==> config.mk <==
export PLATFORM = sky130hd
export DESIGN_NAME = m_seq_divider_flat
export DESIGN_NICKNAME = d
export VERILOG_FILES = /design/src/rtl/m_seq_divider_pkg.sv /design/src/rtl/m_seq_divider_if.sv /design/src/rtl/m_seq_divider_step.sv /design/src/rtl/m_seq_divider.sv /design/src/flat_wrapper.sv
export SDC_FILE = /design/constraint.sdc
export NUM_CORES = 1
export LEC_CHECK = 0
export ABC_AREA = 1
export ABC_CLOCK_PERIOD_IN_PS = 3870
export BUFFER_PORTS_ARGS = -buffer_cell sky130_fd_sc_hd__buf_4
export CAP_MARGIN = 15
export CORE_MARGIN = 2
export CORE_UTILIZATION = 55
export CTS_CLUSTER_DIAMETER = 40
export DETAILED_ROUTE_END_ITERATION = 10
export PLACE_DENSITY = 0.8
export SYNTH_ARGS = -nofsm -noshare
export SYNTH_HDL_FRONTEND = slang
export SYNTH_SLANG_ARGS = --single-unit
export TNS_END_PERCENT = 1
==> constraint.sdc <==
create_clock -name clk -period 3.87 [get_ports clk]
set_clock_uncertainty 0.1 [all_clocks]
set_input_delay 0.387 -clock clk [delete_from_list [all_inputs] [get_ports clk]]
set_output_delay 0.387 -clock clk [all_outputs]
set_load 0.02 [all_outputs]
==> src/rtl/m_seq_divider_pkg.sv <==
// Shared types and constants for the sequential divider.
// Latency: n/a (declarations only).
// Backpressure: n/a.
package div_pkg;

  // Operand/result width of the default build; one restoring step per bit.
  localparam int DIV_W = 8;

  // Width of the step counter that walks WIDTH-1 down to 0.
  localparam int DIV_CNT_W = $clog2(DIV_W);

  // Quotient reported on a zero divisor (all ones, -1 when signed).
  localparam logic [DIV_W-1:0] DIV_Q_DBZ = '1;

  typedef enum logic [1:0] {
    DIV_IDLE,
    DIV_CALC,
    DIV_FIN
  } div_state_e;

endpackage

==> src/rtl/m_seq_divider_if.sv <==
// Request/result bundle between issue control (master) and the divider (slave).
// Latency: n/a (wires only).
// Backpressure: master holds off while busy is high; start during busy is dropped.
interface m_seq_divider_if #(
  parameter int WIDTH = div_pkg::DIV_W
);

  logic             start;
  logic [WIDTH-1:0] dividend;
  logic [WIDTH-1:0] divisor;
  logic             busy;
  logic             done;
  logic [WIDTH-1:0] quotient;
  logic [WIDTH-1:0] remainder;
  logic             div_by_zero;

  modport master (
    output start, dividend, divisor,
    input  busy, done, quotient, remainder, div_by_zero
  );

  modport slave (
    input  start, dividend, divisor,
    output busy, done, quotient, remainder, div_by_zero
  );

endinterface

==> src/rtl/m_seq_divider_step.sv <==
// One restoring-division step: shift in the next dividend bit, subtract if it fits.
// Latency: combinational.
// Backpressure: none.
module m_div_step #(
  parameter int WIDTH = div_pkg::DIV_W
) (
  input  logic [WIDTH:0]   r_in,
  input  logic             q_msb,
  input  logic [WIDTH-1:0] d,
  output logic [WIDTH:0]   r_out,
  output logic             q_bit
);

  // Kept one bit wider than the register so every input bit takes part in the compare.
  logic [WIDTH+1:0] r_shift;
  logic [WIDTH+1:0] d_ext;

  assign r_shift = {r_in, q_msb};
  assign d_ext   = (WIDTH+2)'(d);

  // Trial subtraction; restore (keep shifted value) when the divisor does not fit.
  always_comb begin
    q_bit = (r_shift >= d_ext);
    r_out = (WIDTH+1)'(q_bit ? (r_shift - d_ext) : r_shift);
  end

endmodule

==> src/rtl/m_seq_divider.sv <==
// Multi-cycle restoring divider (unsigned; two's complement when SEQ_DIVIDER_SIGNED_EN is defined).
// Latency: WIDTH+1 cycles from accept to done; 1 cycle for a zero divisor.
// Backpressure: busy high until done inclusive; start while busy (or in done cycle) is ignored.
module m_seq_divider
  import div_pkg::*;
#(
  parameter int WIDTH = DIV_W
) (
  input  logic           clk,
  input  logic           reset,   // synchronous, active low
  m_seq_divider_if.slave bus
);

  localparam int CNT_W = $clog2(WIDTH);

  div_state_e       state_q, state_d;
  logic [CNT_W-1:0] cnt_q, cnt_d;
  logic [WIDTH:0]   rem_q, rem_d;      // partial remainder
  logic [WIDTH-1:0] quo_q, quo_d;      // dividend shifting out, quotient shifting in
  logic [WIDTH-1:0] dvs_q, dvs_d;      // latched divisor (magnitude when signed)
  logic [WIDTH-1:0] q_res_q, q_res_d;
  logic [WIDTH-1:0] r_res_q, r_res_d;
  logic             dbz_q, dbz_d;
`ifdef SEQ_DIVIDER_SIGNED_EN
  logic             neg_q_q, neg_q_d;  // quotient needs negation at finish
  logic             neg_r_q, neg_r_d;  // remainder takes the dividend's sign
`endif

  logic [WIDTH:0]   step_r;
  logic             step_q_bit;
  logic [WIDTH-1:0] quo_step;

  m_div_step #(.WIDTH(WIDTH)) u_step (
    .r_in  (rem_q),
    .q_msb (quo_q[WIDTH-1]),
    .d     (dvs_q),
    .r_out (step_r),
    .q_bit (step_q_bit)
  );

  assign quo_step = {quo_q[WIDTH-2:0], step_q_bit};

  // Next-state logic: accept in IDLE, one step per CALC cycle, results loaded on FIN entry.
  always_comb begin
    state_d = state_q;
    cnt_d   = cnt_q;
    rem_d   = rem_q;
    quo_d   = quo_q;
    dvs_d   = dvs_q;
    q_res_d = q_res_q;
    r_res_d = r_res_q;
    dbz_d   = dbz_q;
`ifdef SEQ_DIVIDER_SIGNED_EN
    neg_q_d = neg_q_q;
    neg_r_d = neg_r_q;
`endif
    case (state_q)
      DIV_IDLE: begin
        if (bus.start) begin
          dbz_d = 1'b0;
          if (bus.divisor == '0) begin
            // Zero divisor skips the iteration entirely.
            state_d = DIV_FIN;
            q_res_d = '1;
            r_res_d = bus.dividend;
            dbz_d   = 1'b1;
          end else begin
            state_d = DIV_CALC;
            rem_d   = '0;
            cnt_d   = CNT_W'(WIDTH-1);
`ifdef SEQ_DIVIDER_SIGNED_EN
            quo_d   = bus.dividend[WIDTH-1] ? -bus.dividend : bus.dividend;
            dvs_d   = bus.divisor[WIDTH-1]  ? -bus.divisor  : bus.divisor;
            neg_q_d = bus.dividend[WIDTH-1] ^ bus.divisor[WIDTH-1];
            neg_r_d = bus.dividend[WIDTH-1];
`else
            quo_d   = bus.dividend;
            dvs_d   = bus.divisor;
`endif
          end
        end
      end
      DIV_CALC: begin
        rem_d = step_r;
        quo_d = quo_step;
        if (cnt_q == '0) begin
          // Last step: publish results on the same edge FIN is entered.
          state_d = DIV_FIN;
`ifdef SEQ_DIVIDER_SIGNED_EN
          q_res_d = neg_q_q ? -quo_step : quo_step;
          r_res_d = neg_r_q ? -step_r[WIDTH-1:0] : step_r[WIDTH-1:0];
`else
          q_res_d = quo_step;
          r_res_d = step_r[WIDTH-1:0];
`endif
        end else begin
          cnt_d = cnt_q - CNT_W'(1);
        end
      end
      DIV_FIN: begin
        state_d = DIV_IDLE;
      end
      default: begin
        state_d = DIV_IDLE;
      end
    endcase
  end

  // State and datapath registers; reset aborts any operation in flight.
  always_ff @(posedge clk) begin
    if (!reset) begin
      state_q <= DIV_IDLE;
      cnt_q   <= '0;
      rem_q   <= '0;
      quo_q   <= '0;
      dvs_q   <= '0;
      q_res_q <= '0;
      r_res_q <= '0;
      dbz_q   <= 1'b0;
`ifdef SEQ_DIVIDER_SIGNED_EN
      neg_q_q <= 1'b0;
      neg_r_q <= 1'b0;
`endif
    end else begin
      state_q <= state_d;
      cnt_q   <= cnt_d;
      rem_q   <= rem_d;
      quo_q   <= quo_d;
      dvs_q   <= dvs_d;
      q_res_q <= q_res_d;
      r_res_q <= r_res_d;
      dbz_q   <= dbz_d;
`ifdef SEQ_DIVIDER_SIGNED_EN
      neg_q_q <= neg_q_d;
      neg_r_q <= neg_r_d;
`endif
    end
  end

  assign bus.busy        = (state_q != DIV_IDLE);
  assign bus.done        = (state_q == DIV_FIN);
  assign bus.quotient    = q_res_q;
  assign bus.remainder   = r_res_q;
  assign bus.div_by_zero = dbz_q;

endmodule

==> src/flat_wrapper.sv <==
// flat-port wrapper written by rule: the top's interface ports become plain ports
module m_seq_divider_flat import div_pkg::*;
#(
  parameter int WIDTH = DIV_W
)
  (clk, reset, bus_start, bus_dividend, bus_divisor, bus_busy, bus_done, bus_quotient, bus_remainder, bus_div_by_zero);
  m_seq_divider_if #(.WIDTH(WIDTH)) bus_i ();
  input  logic clk;
  input  logic reset;
  input wire logic [$bits(bus_i.start)-1:0] bus_start;
  input wire logic [$bits(bus_i.dividend)-1:0] bus_dividend;
  input wire logic [$bits(bus_i.divisor)-1:0] bus_divisor;
  output wire logic [$bits(bus_i.busy)-1:0] bus_busy;
  output wire logic [$bits(bus_i.done)-1:0] bus_done;
  output wire logic [$bits(bus_i.quotient)-1:0] bus_quotient;
  output wire logic [$bits(bus_i.remainder)-1:0] bus_remainder;
  output wire logic [$bits(bus_i.div_by_zero)-1:0] bus_div_by_zero;
  assign bus_i.start = bus_start;
  assign bus_i.dividend = bus_dividend;
  assign bus_i.divisor = bus_divisor;
  assign bus_busy = bus_i.busy;
  assign bus_done = bus_i.done;
  assign bus_quotient = bus_i.quotient;
  assign bus_remainder = bus_i.remainder;
  assign bus_div_by_zero = bus_i.div_by_zero;
  m_seq_divider #(.WIDTH(WIDTH)) u_core (.clk(clk), .reset(reset), .bus(bus_i));
endmodule
* After elaboration in Yosys (flattened, before gate mapping) *
Index checks and enable logic that the tools add are counted.

operators by class
  $lt $le $gt $ge = 1
  multipliers = 0
  divide/modulo/power cells = 0
  add/subtract/negate cells = 2
  shift operators = 0
  bitwise operators = 1
  multiplexer cells = 24
  reduce and logical (&&, ||, !) cells = 11
  eq/ne operators = 7

operators with widths
  kind                                                                   count
  8-bit two-way mux                                                      8
  8-bit case mux with 2 select lines                                     3
  9-bit two-way mux                                                      3
  9-bit case mux with 2 select lines                                     1
  10-bit by 8-bit >= comparator with 1-bit output                        1
  3-bit two-way mux                                                      3
  9-bit by 8-bit subtractor with 9-bit output                            1
  8-bit logical NOT                                                      1
  4-bit AND reduction                                                    2
  2-bit two-way mux                                                      3
  2-bit != test, second input constant                                   3
  3-bit case mux with 2 select lines                                     1
  3-bit AND reduction                                                    2
  2-bit by 1-bit != test with 1-bit output, second input constant        2
  2-bit case mux with 2 select lines                                     1
  2-bit AND reduction                                                    2
  2-bit nonzero test                                                     2
  3-bit logical NOT                                                      1
  3-bit by 1-bit subtractor with 3-bit output, second input constant     1
  2-bit by 1-bit equality test with 1-bit output, second input constant  1
  2-bit equality test, second input constant                             1
  2-bit logical NOT                                                      1
  1-bit two-way mux                                                      1
  1-bit inverter                                                         1

storage, ports and cells
  memory bits (read-only) = 0
  memory bits (writable) = 0
  output and inout port bits = 19
  memories = 0
  bits in latches = 0
  register bits after elaboration = 47

* Depth between registers and ports, before layout *
Gate-level depths: netlist of the first run.

  depth in word-level cells = 4
  mapped depth = 15
  gate-level depth less buffers = 14

* By module *
A second synthesis of the first run with hierarchy kept.

second synthesis, totals
  cells, all modules = 403
  area total of the unflattened synthesis = 2766.4 µm²

by module, submodules not included
  module         sequential area each (µm²)  instances  cells each  area each (µm²)
  m_seq_divider  940.9                       1          284         2100.8
  m_div_step     0.0                         1          119         665.6

* Least setup slack after synthesis of the first run *
Ideal clock, no wire load.

  path type = register to register
  start point = register u_core.quo_q[7]
  end point = register u_core.rem_q[1]
  path slack = 2004 ps
  data arrival time = 1656 ps
  library setup time = 110 ps
  period minus slack after synthesis = 1866 ps
  cell stages (with the launch flop) = 13
  cells stage by stage = dfxtp_1 inv_1 ha_1 inv_1 fa_1 nand3_1 a21oi_2 nor2_4 nor2_4 nand2_1 nand3_1 nand2_1 inv_1

on the way
  longest elaborated chain between the ends = 3

ends and longest elaborated chain
  what                                                                                                                   line                                                RTL
  start: declaration                                                                                                     m_seq_divider.sv:19                                 logic [WIDTH-1:0] quo_q, quo_d;
  start signal: assignment                                                                                               m_seq_divider.sv:128                                quo_q <= quo_d;
  9-bit by 8-bit subtractor with 9-bit output / 10-bit by 8-bit >= comparator with 1-bit output (equally long branches)  m_seq_divider_step.sv:24, m_seq_divider_step.sv:23
  9-bit two-way mux (*)                                                                                                  m_seq_divider_step.sv:24                            r_out = (WIDTH+1)'(q_bit ? (r_shift - d_ext) : r_shift);
  9-bit case mux with 2 select lines (*)                                                                                 m_seq_divider.sv:57                                 case (state_q)
  end signal: assignment                                                                                                 m_seq_divider.sv:127                                rem_q <= rem_d;
  end: declaration                                                                                                       m_seq_divider.sv:18                                 logic [WIDTH:0] rem_q, rem_d;

Mark *: on every way between the ends. The rest lies on a longest branch, timed or not.
A chain may end at the register's enable or synchronous reset.

* Worst setup path in the final report of the first run *
  start point = register u_core.quo_q[7]
  end point = register u_core.r_res_q[4] (netlist: u_core.bus.remainder[4])

on the way
  longest elaborated chain between the ends = 4

ends and longest elaborated chain
  what                                                                                                                   line                                                RTL
  9-bit by 8-bit subtractor with 9-bit output / 10-bit by 8-bit >= comparator with 1-bit output (equally long branches)  m_seq_divider_step.sv:24, m_seq_divider_step.sv:23
  9-bit two-way mux (*)                                                                                                  m_seq_divider_step.sv:24
  8-bit two-way mux (*)                                                                                                  m_seq_divider.sv:86                                 if (cnt_q == '0) begin
  8-bit case mux with 2 select lines (*)                                                                                 m_seq_divider.sv:57
  end signal: assignment                                                                                                 m_seq_divider.sv:131                                r_res_q <= r_res_d;
  end: declaration                                                                                                       m_seq_divider.sv:22                                 logic [WIDTH-1:0] r_res_q, r_res_d;

Mark *: on every way between the ends. The rest lies on a longest branch, timed or not. The select of a mux whose other input is x is not followed.

==> results of run 1 <==
-- area by class of cell --
type                       count  area [um2]
sequential                    47         941
clock buffer                   5        68.8
tap                           54        67.6
inverter                      79         299
clock inverter                 2        13.8
fill                         437        1690
multi-input combinational    266        1300
timing repair buffer          37         278
-- metrics by stage --
step / total power (W) / utilization [%] / std cells / hold slack, ns
3_5_place_dp: 0.00104 / 62.0 / 483 / 0.357
4_1_cts: 0.00133 / 63.7 / 490 / 0.226
6_report: 0.00132 / 63.7 / 490 / 0.230
3_3_place_gp: 0.00103 / 62.0 / 483 / 0.347
2_1_floorplan: 0.000927 / - / 404 / 0.335
5_1_grt: 0.00142 / 63.7 / 490 / 0.254
-- worst max-delay path, cell delays in order (launching register included) --
cell and delay (ns):
dfxtp_1 0.32, inv_1 0.07, ha_1 0.14, inv_1 0.06, fa_1 0.42, nand3_1 0.15
a21oi_2 0.09, nor2_4 0.24, nor2_4 0.10, nand2_1 0.10, nand3_1 0.09, nand2_1 0.08
inv_1 0.04
-- routing by layer --
layer | vias to the layer above | track usage (%) | part of all wire (%)
met4 | 0 | 6.79 | 1.1
li1 | 1311 | - | -
met1 | 1116 | 30.2 | 46
met2 | 52 | 41.2 | 49
met5 | - | 0 | 0
met3 | 9 | 4.28 | 4.3
-- cell usage in the layout, fill, tap and decap left out --
master,Yosys,final
nand2_1,94,94
inv_1,76,76
dfxtp_1,47,47
nor2_1,46,46
nand3_1,43,43
buf_4,1,37
a21oi_1,27,27
o21ai_0,23,23
ha_1,10,10
o21ai_1,7,7
clkbuf_8,0,5
xor2_1,4,4
nor2_4,3,3
nand4_1,3,3
nand2_4,2,2
inv_2,2,2
nand2_2,1,1
nor2_2,1,1
inv_4,1,1
a21oi_2,1,1
fa_1,1,1
clkinv_4,0,1
clkinv_2,0,1
-- cells by family after synthesis --
| group | Yosys count | synth area share [%] |
|---|---|---|
| AO/OA/AOI/OAI | 58 | 11.3 |
| buffers and inverters | 91 | 14.0 |
| XOR/XNOR | 4 | 1.34 |
| AND/OR/NAND/NOR | 193 | 31.7 |
| adder cells (fa/ha/maj) | 11 | 5.56 |
| flip-flops | 47 | 36.0 |
-- state kept, by name (all words and copies together) (netlist names) --
| signal | flops |
|---|---|
| u_core.bus.div_by_zero | 1 |
| u_core.cnt_q | 3 |
| u_core.quo_q | 8 |
| u_core.rem_q | 9 |
| u_core.state_q | 2 |
| u_core.bus.quotient | 8 |
| u_core.dvs_q | 8 |
| u_core.bus.remainder | 8 |
-- power groups by stage --
stage                     logic [W]  clock network, W  registers (W)
final                      0.000467          0.000291       0.000566
after global routing       0.000537          0.000312       0.000572
after CTS                  0.000468          0.000297       0.000566
after detailed placement   0.000464                 0       0.000578
after global placement     0.000457                 0       0.000576
after floorplan            0.000335                 0       0.000592
-- worst max-delay path by stage --
stage | to | slack [ns] | cells after the start | start
global placement | u_core.bus.remainder[6]$_SDFFE_PN0P_ | 1.88 | 12 | u_core.quo_q[7]$_SDFFE_PN0P_
CTS | u_core.bus.remainder[4]$_SDFFE_PN0P_ | 1.77 | 12 | u_core.quo_q[7]$_SDFFE_PN0P_
finish | u_core.bus.remainder[4]$_SDFFE_PN0P_ | 1.77 | 12 | u_core.quo_q[7]$_SDFFE_PN0P_
detailed placement | u_core.bus.remainder[4]$_SDFFE_PN0P_ | 1.78 | 12 | u_core.quo_q[7]$_SDFFE_PN0P_
global route | u_core.bus.remainder[4]$_SDFFE_PN0P_ | 1.60 | 12 | u_core.quo_q[7]$_SDFFE_PN0P_
floorplan | u_core.rem_q[1]$_SDFFE_PN0P_ | 2.00 | 12 | u_core.quo_q[7]$_SDFFE_PN0P_
==> impl_metrics.py, run 1 <==
metrics = {
    "place": {
        "port-buffer-count": 37,
        "gp_congestion": 0.872,
        "place_hpwl_um": 4390,
        "place_area_mm2": 0.00289,
        "pre_cts_ws_ns": 1.78,
    },
    "layout": {
        "final_area_mm2": 0.00297,
        "drive_gt1_share_pct": 12.6,
        "fin_nets": 466,
        "area_delta_synth_final_pct": 13.8,
        "antennaDiodeCount": 0,
    },
    "synth": {
        "synth_seq_cells": 47,
        "syn_area_mm2": 0.00261,
        "yosys.area.top_type": "dfxtp_1",
        "synth_commonest_cells": "nand2_1, inv_1, dfxtp_1",
        "synth_warnings": 0,
        "ys_seq_area_share_pct": 36.0,
        "yosysMostFrequentCell": "nand2_1",
        "ys_async_sr_fraction_pct": 0,
        "synthTopCellsByArea": "dfxtp_1, nand2_1, inv_1",
        "syn_avg_cell_area_um2": 6.46,
        "synth_top_area_share_pct": 36.0,
        "synthCells": 404,
        "synth_fp_nets": 434,
        "synth_edf_count": 0,
        "synth_cell_types": 24,
        "synth-main-ff-cell": "dfxtp_1",
    },
    "clocking": {
        "clk_latency_ns": 0.30,
        "cts_inserted_buffers": 5,
        "clockRootBuffer": "clkbuf_8",
        "clk_path_buf_depth": 2,
        "clk_pin_slew_ns": 0.09,
        "clock_sinks": 47,
        "htreeDepth": 2,
        "cts_resized": 0,
        "postCtsSetupBuffers": 0,
        "tritoncts": "done",
        "ctsHoldBuffers": 0,
    },
    "routing": {
        "viasPerCell": 5.08,
        "vias": 2488,
        "drtAntennaViolNets": 0,
        "finalWirelength_um": 5850,
        "drc": 0,
        "avgRoutedWirePerCell_um": 11.9,
        "drt-pass1-iter-count": 4,
        "drtIter0Drc": 167,
    },
    "worst_hold_path": {
        "hold_depth": 3,
        "min_from": "bus_divisor[1]",
        "whs_endpoint": "u_core.dvs_q[1]$_SDFFE_PN0P_",
        "min_path_type": "in -> reg",
    },
    "die": {
        "die_area_mm2": 0.00531,
        "die_w_um": 72.9,
        "rows": 25,
        "core-area_mm2": 0.00466,
        "die_h_um": 72.9,
        "ios": 38,
        "floorplan.initialDensity_pct": 56.0,
    },
    "timing": {
        "timing.setup.tns_ns": 0,
        "worst_slew_pin_slew_ns": 0.685,
        "maxSlewHeadroom_pct": 54.3,
        "layout_setup_ws_ns": 1.77,
        "setup_viol": 0,
        "post-route-min-period_ns": 2.10,
        "timing_hold_violations_final": 0,
        "fmax_mhz": 477,
        "slew_violations": 0,
        "layout_worst_path_cycle_share_pct": 54.2,
        "rsz0062_at_grt": "no",
    },
    "critical_path": {
        "crit_arrival_ns": 2.21,
        "worstSetupEndpointType": "flip-flop",
        "worstPathMaxFanout": 10,
        "worst_setup_path_start_kind": "flip-flop",
        "rr_startpoint": "u_core.quo_q[7]$_SDFFE_PN0P_",
        "reg2reg_depth": 12,
        "critical_path_class": "reg -> reg",
        "rrSetupSlack_ns": 1.77,
        "worstPathRequired_ns": 3.98,
        "r2r_end": "u_core.bus.remainder[4]$_SDFFE_PN0P_",
    },
    "power_and_ir_drop": {
        "peakVddDrop_mv": 0.328,
        "leakage_nw": 1.61,
        "share_seq_of_total_power_pct": 42.8,
        "power_switching_share_pct": 37.7,
        "power_frac_comb_pct": 35.3,
        "p_clk_share_pct": 21.9,
        "p_per_area_mw_per_mm2": 446,
        "p_sw_w": 0.000500,
        "internal_power_w": 0.000825,
    },
    "global_route": {
        "antenna_found_initial": 0,
        "overflow": 0,
        "grt_pass1_wl_um": 9970,
        "grt_max_degree": 33,
        "grt_pass1_vias": 2260,
        "track_usage_pct": 23.8,
    },
    "flow_run": {
        "cap_violations": 0,
    },
    "status": {
        "status": "complete, no violations",
    },
}
No activity file was read; power rests on OpenSTA's default activity.
==> run 2, diff against run 1 <==
- ABC_CLOCK_PERIOD_IN_PS: 3870 -> 1700
- CORE_UTILIZATION: 55 -> 51
- PLACE_DENSITY: 0.8 -> 0.78
- clock period: 3.87 -> 1.7 ns (I/O delays scaled with it)
==> run 2 against run 1 <==
  * The run now ends with negative setup slack left
  * Total power increased to 2.8 times the previous value
  * Critical path type unchanged
  * Routed wire length rose by 20%
  * Count of clock-buffer cells in the layout up 1
  * Sequential power rose by 130%
  * Global-route usage is 0.85 points higher
  * Sequential cell count is the same
  * Sequential share of layout area shrank 4.5 points
  * Cell area increased by 17%
  * Die area is 7.4% higher
  * Critical path depth unchanged
  * Combinational power rose to 3.2 times the previous value
==> impl_metrics.py, run 2 (synthesized netlist as in run 1, its figures left out) <==
metrics = {
    "critical_path": {
        "worstSetupEndpointType": "flip-flop",
        "endpoint": "u_core.rem_q[0]$_SDFFE_PN0P_",
        "rr_startpoint": "u_core.quo_q[7]$_SDFFE_PN0P_",
        "crit_arrival_ns": 2.09,
        "cp-startpoint": "u_core.quo_q[7]$_SDFFE_PN0P_",
        "rrSetupSlack_ns": -0.24,
        "worstPathMaxFanout": 6,
        "reg2reg_depth": 12,
        "critical_path_class": "reg -> reg",
        "r2r_end": "u_core.rem_q[0]$_SDFFE_PN0P_",
        "worst_setup_path_start_kind": "flip-flop",
        "worstPathRequired_ns": 1.86,
    },
    "timing": {
        "fmax_mhz": 517,
        "rsz0062_at_grt": "yes",
        "hold_slack_ns": 0.0253,
        "post-route-min-period_ns": 1.94,
        "timing_hold_violations_final": 0,
        "maxSlewHeadroom_pct": 71.1,
        "timing.setup.tns_ns": -3.33,
        "worst_slew_pin_slew_ns": 0.433,
        "setup_viol": 19,
        "slew_violations": 0,
        "layout_worst_path_cycle_share_pct": 114,
        "layout_setup_ws_ns": -0.235,
    },
    "die": {
        "floorplan.initialDensity_pct": 52.1,
        "core-area_mm2": 0.00501,
        "rows": 26,
        "die_w_um": 75.5,
        "die_area_mm2": 0.00571,
        "die_h_um": 75.5,
        "ios": 38,
    },
    "layout": {
        "seq_area_um2": 946,
        "largest_reg_flops": 9,
        "area_delta_synth_final_pct": 33.2,
        "final_cells": 545,
        "multiInputGateArea_mm2": 0.00144,
        "antennaDiodeCount": 0,
        "largest-register": "u_core.rem_q",
        "final_cell_mix": "nand2_1, buf_4, inv_1, nor2_1, dfxtp_1",
        "nFillCells": 410,
        "fin_nets": 504,
        "final_area_mm2": 0.00348,
        "drive_gt1_share_pct": 26.3,
        "mostFrequentLayoutCell": "nand2_1",
    },
    "place": {
        "placed_cells": 529,
        "place_area_mm2": 0.00314,
        "gp_congestion": 0.978,
        "place_hpwl_um": 4750,
        "pre_cts_ws_ns": -0.227,
        "port-buffer-count": 37,
    },
    "global_route": {
        "grt_pass1_vias": 2464,
        "track_usage_pct": 24.6,
        "grt_pass1_wl_um": 10800,
        "grt_max_degree": 25,
        "antenna_found_initial": 0,
        "overflow": 0,
    },
    "routing": {
        "vias": 2767,
        "drt-pass1-iter-count": 5,
        "viasPerCell": 5.08,
        "avgRoutedWirePerCell_um": 12.9,
        "drc": 0,
        "drtIter0Drc": 283,
        "finalWirelength_um": 7030,
        "drtAntennaViolNets": 0,
    },
    "clocking": {
        "clk_path_buf_depth": 2,
        "clockRootBuffer": "clkbuf_8",
        "htreeDepth": 2,
        "ctsHoldBuffers": 0,
        "clk_pin_slew_ns": 0.09,
        "clk_latency_ns": 0.31,
        "tritoncts": "done",
        "cts_inserted_buffers": 5,
        "clock_sinks": 47,
    },
    "power_and_ir_drop": {
        "p_clk_share_pct": 24.3,
        "internal_power_w": 0.00234,
        "leakage_nw": 1.83,
        "p_sw_w": 0.00133,
        "p_per_area_mw_per_mm2": 1050,
        "power_switching_share_pct": 36.2,
        "power_frac_comb_pct": 40.4,
        "peakVddDrop_mv": 0.624,
        "share_seq_of_total_power_pct": 35.3,
    },
    "status": {
        "status": "complete, but fails checks",
        "violations": "negative setup slack",
    },
    "worst_hold_path": {
        "min_path_type": "in -> reg",
    },
    "flow_run": {
        "cap_violations": 0,
    },
}
## run 2: changes by cell type in the layout (fill, tap and decap cells not counted), moves of 3 or more
cell	before	now
inv_2	2	7
nand3_2	0	3
nand3_1	43	39
ha_4	0	5
buf_4	37	71
nand2_2	1	8
nand2_1	94	87
dfxtp_2	0	4
inv_1	76	70
dfxtp_1	47	43
ha_1	10	5
buf_6	0	3
## run 2: power groups by stage
| stage | combinational [W] | clock, W | sequential, W |
|---|---|---|---|
| final | 0.00148 | 0.000891 | 0.00130 |
| after global placement | 0.00117 | 0 | 0.00131 |
| after floorplan | 0.000770 | 0 | 0.00135 |
| after CTS | 0.00134 | 0.000888 | 0.00129 |
| after detailed placement | 0.00120 | 0 | 0.00131 |
| after global routing | 0.00164 | 0.000939 | 0.00131 |
## run 2: layer usage
layer / vias to the layer above / share of wire [%] / track usage (%) / routed length [um]
met5: - / 0 / 0 / 0
met4: 0 / 1.7 / 7.60 / 120
met3: 17 / 6.4 / 4.63 / 450
met2: 107 / 49 / 42.6 / 3480
met1: 1260 / 42 / 31.1 / 2980
li1: 1383 / - / - / -
## run 2: area by class of cell
class / count / share of cell area, %
multi-input cells: 267 / 41.5
repair buffers: 74 / 16.3
inverters: 79 / 8.96
clock buffers: 6 / 2.37
flip-flops and latches: 47 / 27.2
well taps: 70 / 2.52
clock inverters: 2 / 1.12
## run 2: worst min path at each step
stage | start | slack [ns] | cells after the start | end
2_1_floorplan | reset | 0.21 | 2 | u_core.dvs_q[2]$_SDFFE_PN0P_
3_3_place_gp | bus_divisor[1] | 0.32 | 3 | u_core.dvs_q[1]$_SDFFE_PN0P_
3_5_place_dp | bus_divisor[6] | 0.34 | 3 | u_core.dvs_q[6]$_SDFFE_PN0P_
4_1_cts | bus_divisor[0] | 0.02 | 3 | u_core.dvs_q[0]$_SDFFE_PN0P_
5_1_grt | bus_divisor[0] | 0.02 | 3 | u_core.dvs_q[0]$_SDFFE_PN0P_
6_report | bus_divisor[0] | 0.03 | 3 | u_core.dvs_q[0]$_SDFFE_PN0P_
## run 2: what timing repair did
action / in CTS / in global routing
endpoints found under the setup margin: 33 / 34
buffers inserted: 5 / 2
pin swaps: 7 / 9
gates cloned: 1 / 0
resized for setup: 14 / 26
## run 2: through the flow
| step | util (%) | power [W] |
|---|---|---|
| 4_1_cts | 67.1 | 0.00352 |
| 2_1_floorplan | - | 0.00212 |
| 6_report | 69.4 | 0.00367 |
| 3_5_place_dp | 62.7 | 0.00251 |
| 3_3_place_gp | 62.7 | 0.00247 |
| 5_1_grt | 69.4 | 0.00389 |
## run 2: critical path, cell delays in order (launching register included)
cell     delay, ns
dfxtp_2       0.34
inv_2         0.08
ha_4          0.14
inv_4         0.04
fa_2          0.36
nand3_4       0.10
a21oi_4       0.07
nor2_4        0.14
buf_6         0.14
nand3_1       0.11
nand3_1       0.14
nand2_1       0.07
inv_1         0.06
==> run 3, diff against run 2 <==
- ABC_AREA: 1 -> unset
- CORE_UTILIZATION: 51 -> 50
==> run 3 against run 2 <==
  * Sequential power is essentially flat
  * Die area decreased by 7.6%
  * Worst setup slack worse by 0.30 ns
  * Critical endpoint is now u_core.bus.remainder[6]$_SDFFE_PN0P_
  * Sequential cell count stayed put
  * The flow still finishes with violations (negative setup slack)
  * Critical path type unchanged
  * Highest routed layer unchanged
  * First-iteration DRC count shrank 50%
  * Via count is 14% lower
==> impl_metrics.py, run 3 <==
metrics = {
    "routing": {
        "drc": 0,
        "vias": 2376,
        "avgRoutedWirePerCell_um": 14.6,
        "drtIter0Drc": 142,
        "finalWirelength_um": 6200,
        "drtAntennaViolNets": 0,
        "viasPerCell": 5.59,
        "drt-pass1-iter-count": 4,
    },
    "synth": {
        "yosys.area.top_type": "dfxtp_1",
        "synth_cell_types": 45,
        "syn_avg_cell_area_um2": 8.06,
        "synth_edf_count": 0,
        "synth-main-ff-cell": "dfxtp_1",
        "synthTopCellsByArea": "dfxtp_1, nand2_1, a21oi_1",
        "synthCells": 292,
        "synth_top_area_share_pct": 40.0,
        "synth_warnings": 0,
        "yosysMostFrequentCell": "dfxtp_1",
        "synth_fp_nets": 322,
        "ys_async_sr_fraction_pct": 0,
        "synth_commonest_cells": "dfxtp_1, nand2_1, nor2_1",
        "ys_seq_area_share_pct": 40.0,
        "synth_seq_cells": 47,
        "syn_area_mm2": 0.00235,
    },
    "place": {
        "pre_cts_ws_ns": -0.659,
        "place_hpwl_um": 4620,
        "port-buffer-count": 37,
        "gp_congestion": 0.985,
    },
    "layout": {
        "antennaDiodeCount": 0,
        "fin_nets": 402,
        "final_cell_mix": "buf_4, dfxtp_1, nand2_1, nor2_1, a21oi_1",
        "largest_reg_flops": 9,
        "area_delta_synth_final_pct": 35.6,
        "mostFrequentLayoutCell": "buf_4",
        "drive_gt1_share_pct": 32.7,
        "largest-register": "u_core.rem_q",
    },
    "global_route": {
        "overflow": 0,
        "grt_pass1_vias": 2265,
        "grt_pass1_wl_um": 10300,
        "track_usage_pct": 24.9,
        "grt_max_degree": 30,
        "antenna_found_initial": 0,
    },
    "critical_path": {
        "critical_path_class": "reg -> reg",
        "worstPathRequired_ns": 1.78,
        "worstSetupEndpointType": "flip-flop",
        "crit_arrival_ns": 2.32,
        "worst_setup_path_start_kind": "flip-flop",
        "worstPathMaxFanout": 5,
    },
    "die": {
        "rows": 24,
        "floorplan.initialDensity_pct": 53.0,
        "core-area_mm2": 0.00444,
        "die_area_mm2": 0.00527,
        "ios": 38,
        "die_w_um": 72.6,
        "die_h_um": 72.6,
    },
    "power_and_ir_drop": {
        "peakVddDrop_mv": 0.748,
        "power_switching_share_pct": 34.0,
        "internal_power_w": 0.00246,
        "power_frac_comb_pct": 42.7,
        "share_seq_of_total_power_pct": 34.5,
        "p_clk_share_pct": 22.8,
        "leakage_nw": 1.38,
        "p_per_area_mw_per_mm2": 1170,
        "p_sw_w": 0.00127,
    },
    "clocking": {
        "clk_latency_ns": 0.30,
        "cts_inserted_buffers": 5,
        "ctsHoldBuffers": 0,
        "clk_path_buf_depth": 2,
        "clockRootBuffer": "clkbuf_8",
        "tritoncts": "done",
        "clock_sinks": 47,
        "htreeDepth": 2,
        "clk_pin_slew_ns": 0.09,
    },
    "timing": {
        "layout_worst_path_cycle_share_pct": 132,
        "worst_slew_pin_slew_ns": 0.325,
        "rsz0062_at_grt": "yes",
        "post-route-min-period_ns": 2.24,
        "maxSlewHeadroom_pct": 78.1,
        "fmax_mhz": 447,
        "timing_hold_violations_final": 0,
        "setup_viol": 19,
        "layout_setup_ws_ns": -0.539,
        "timing.setup.tns_ns": -9.07,
        "slew_violations": 0,
    },
    "worst_hold_path": {
        "min_path_type": "in -> reg",
    },
    "flow_run": {
        "cap_violations": 0,
    },
    "status": {
        "status": "complete, but fails checks",
        "violations": "negative setup slack",
    },
}
## run 3: cell types whose count changed after synthesis, moves of 5 or more
cell / previous run / this run
inv_1: 76 / 14
nand2_1: 94 / 44
nand3_1: 43 / 4
nor2_1: 46 / 31
a211oi_1: 0 / 13
a31oi_1: 0 / 9
o21ai_0: 23 / 14
o21ai_1: 7 / 2
## run 3: cell families (layout without fill, tap and decap cells)
group                    count (synthesis)  count (layout)  share of synthesized area, %
adder cells (fa/ha/maj)                 11              11                          6.16
multiplexers                             5               5                          2.18
flip-flops                              47              47                          40.0
XOR/XNOR                                 3               3                          1.12
AO/OA/AOI/OAI                           88              88                          24.3
buffers and inverters                   30             111                          5.37
AND/OR/NAND/NOR                        108             108                          20.9
## run 3: area by class of cell
cell class,instances,area (um2)
multi-input combinational,215,1340
fill,344,1250
sequential,47,942
timing repair buffer,88,677
clock buffer,6,82.6
tap,52,65.1
inverter,15,56.3
clock inverter,2,35.0
## run 3: per-stage QoR
| step | cells | power [W] | hold WS [ns] | instance area [um2] | utilization (%) |
|---|---|---|---|---|---|
| floorplan | 292 | 0.00226 | 0.206 | 2370 | - |
| global placement | 416 | 0.00273 | 0.330 | 3030 | 68.2 |
| detailed placement | 416 | 0.00277 | 0.338 | 3030 | 68.2 |
| CTS | 425 | 0.00369 | 0.0249 | 3170 | 71.2 |
| global route | 425 | 0.00396 | 0.0301 | 3190 | 71.8 |
| finish | 425 | 0.00374 | 0.0292 | 3190 | 71.8 |
## run 3: per-layer routing
metal	share of wire, %	GRT usage (%)	wire (um)	vias up
met3	6.2	5.52	382	13
met2	48	40.7	2950	77
met5	0	0	0	-
met1	45	33.3	2770	1100
met4	1.7	6.58	107	0
li1	-	-	-	1186
## run 3: critical path: stages, from the launching register on
cell,delay (ns)
dfxtp_1,0.32
inv_2,0.05
ha_2,0.18
inv_2,0.04
fa_2,0.34
a211oi_2,0.23
o21bai_2,0.14
o22ai_4,0.12
and2_4,0.22
mux2i_2,0.29
a211oi_2,0.10
## run 3: worst paths after layout
path / startpoint / endpoint / slack, ns / depth (start not counted)
setup / recovery: u_core.quo_q[7]$_SDFFE_PN0P_ / u_core.bus.remainder[6]$_SDFFE_PN0P_ / -0.54 / 10
hold / removal: bus_divisor[7] / u_core.dvs_q[7]$_SDFFE_PN0P_ / 0.03 / 3
setup reg to reg: u_core.quo_q[7]$_SDFFE_PN0P_ / u_core.bus.remainder[6]$_SDFFE_PN0P_ / -0.54 / 10
hold reg to reg: u_core.dvs_q[3]$_SDFFE_PN0P_ / u_core.dvs_q[3]$_SDFFE_PN0P_ / 0.36 / 2
## run 3: repair_timing
item,4_1_cts,5_1_grt
setup buffers,1,0
pin swaps,12,3
cloned,0,0
resized for setup,6,9
setup endpoints to repair,19,27
## run 3: power by group through the flow
stage / clock network, W / logic, W / registers (W)
floorplan: 0 / 0.000920 / 0.00134
global placement: 0 / 0.00142 / 0.00131
detailed placement: 0 / 0.00146 / 0.00131
CTS: 0.000867 / 0.00154 / 0.00129
global route: 0.000915 / 0.00174 / 0.00130
finish: 0.000851 / 0.00159 / 0.00129
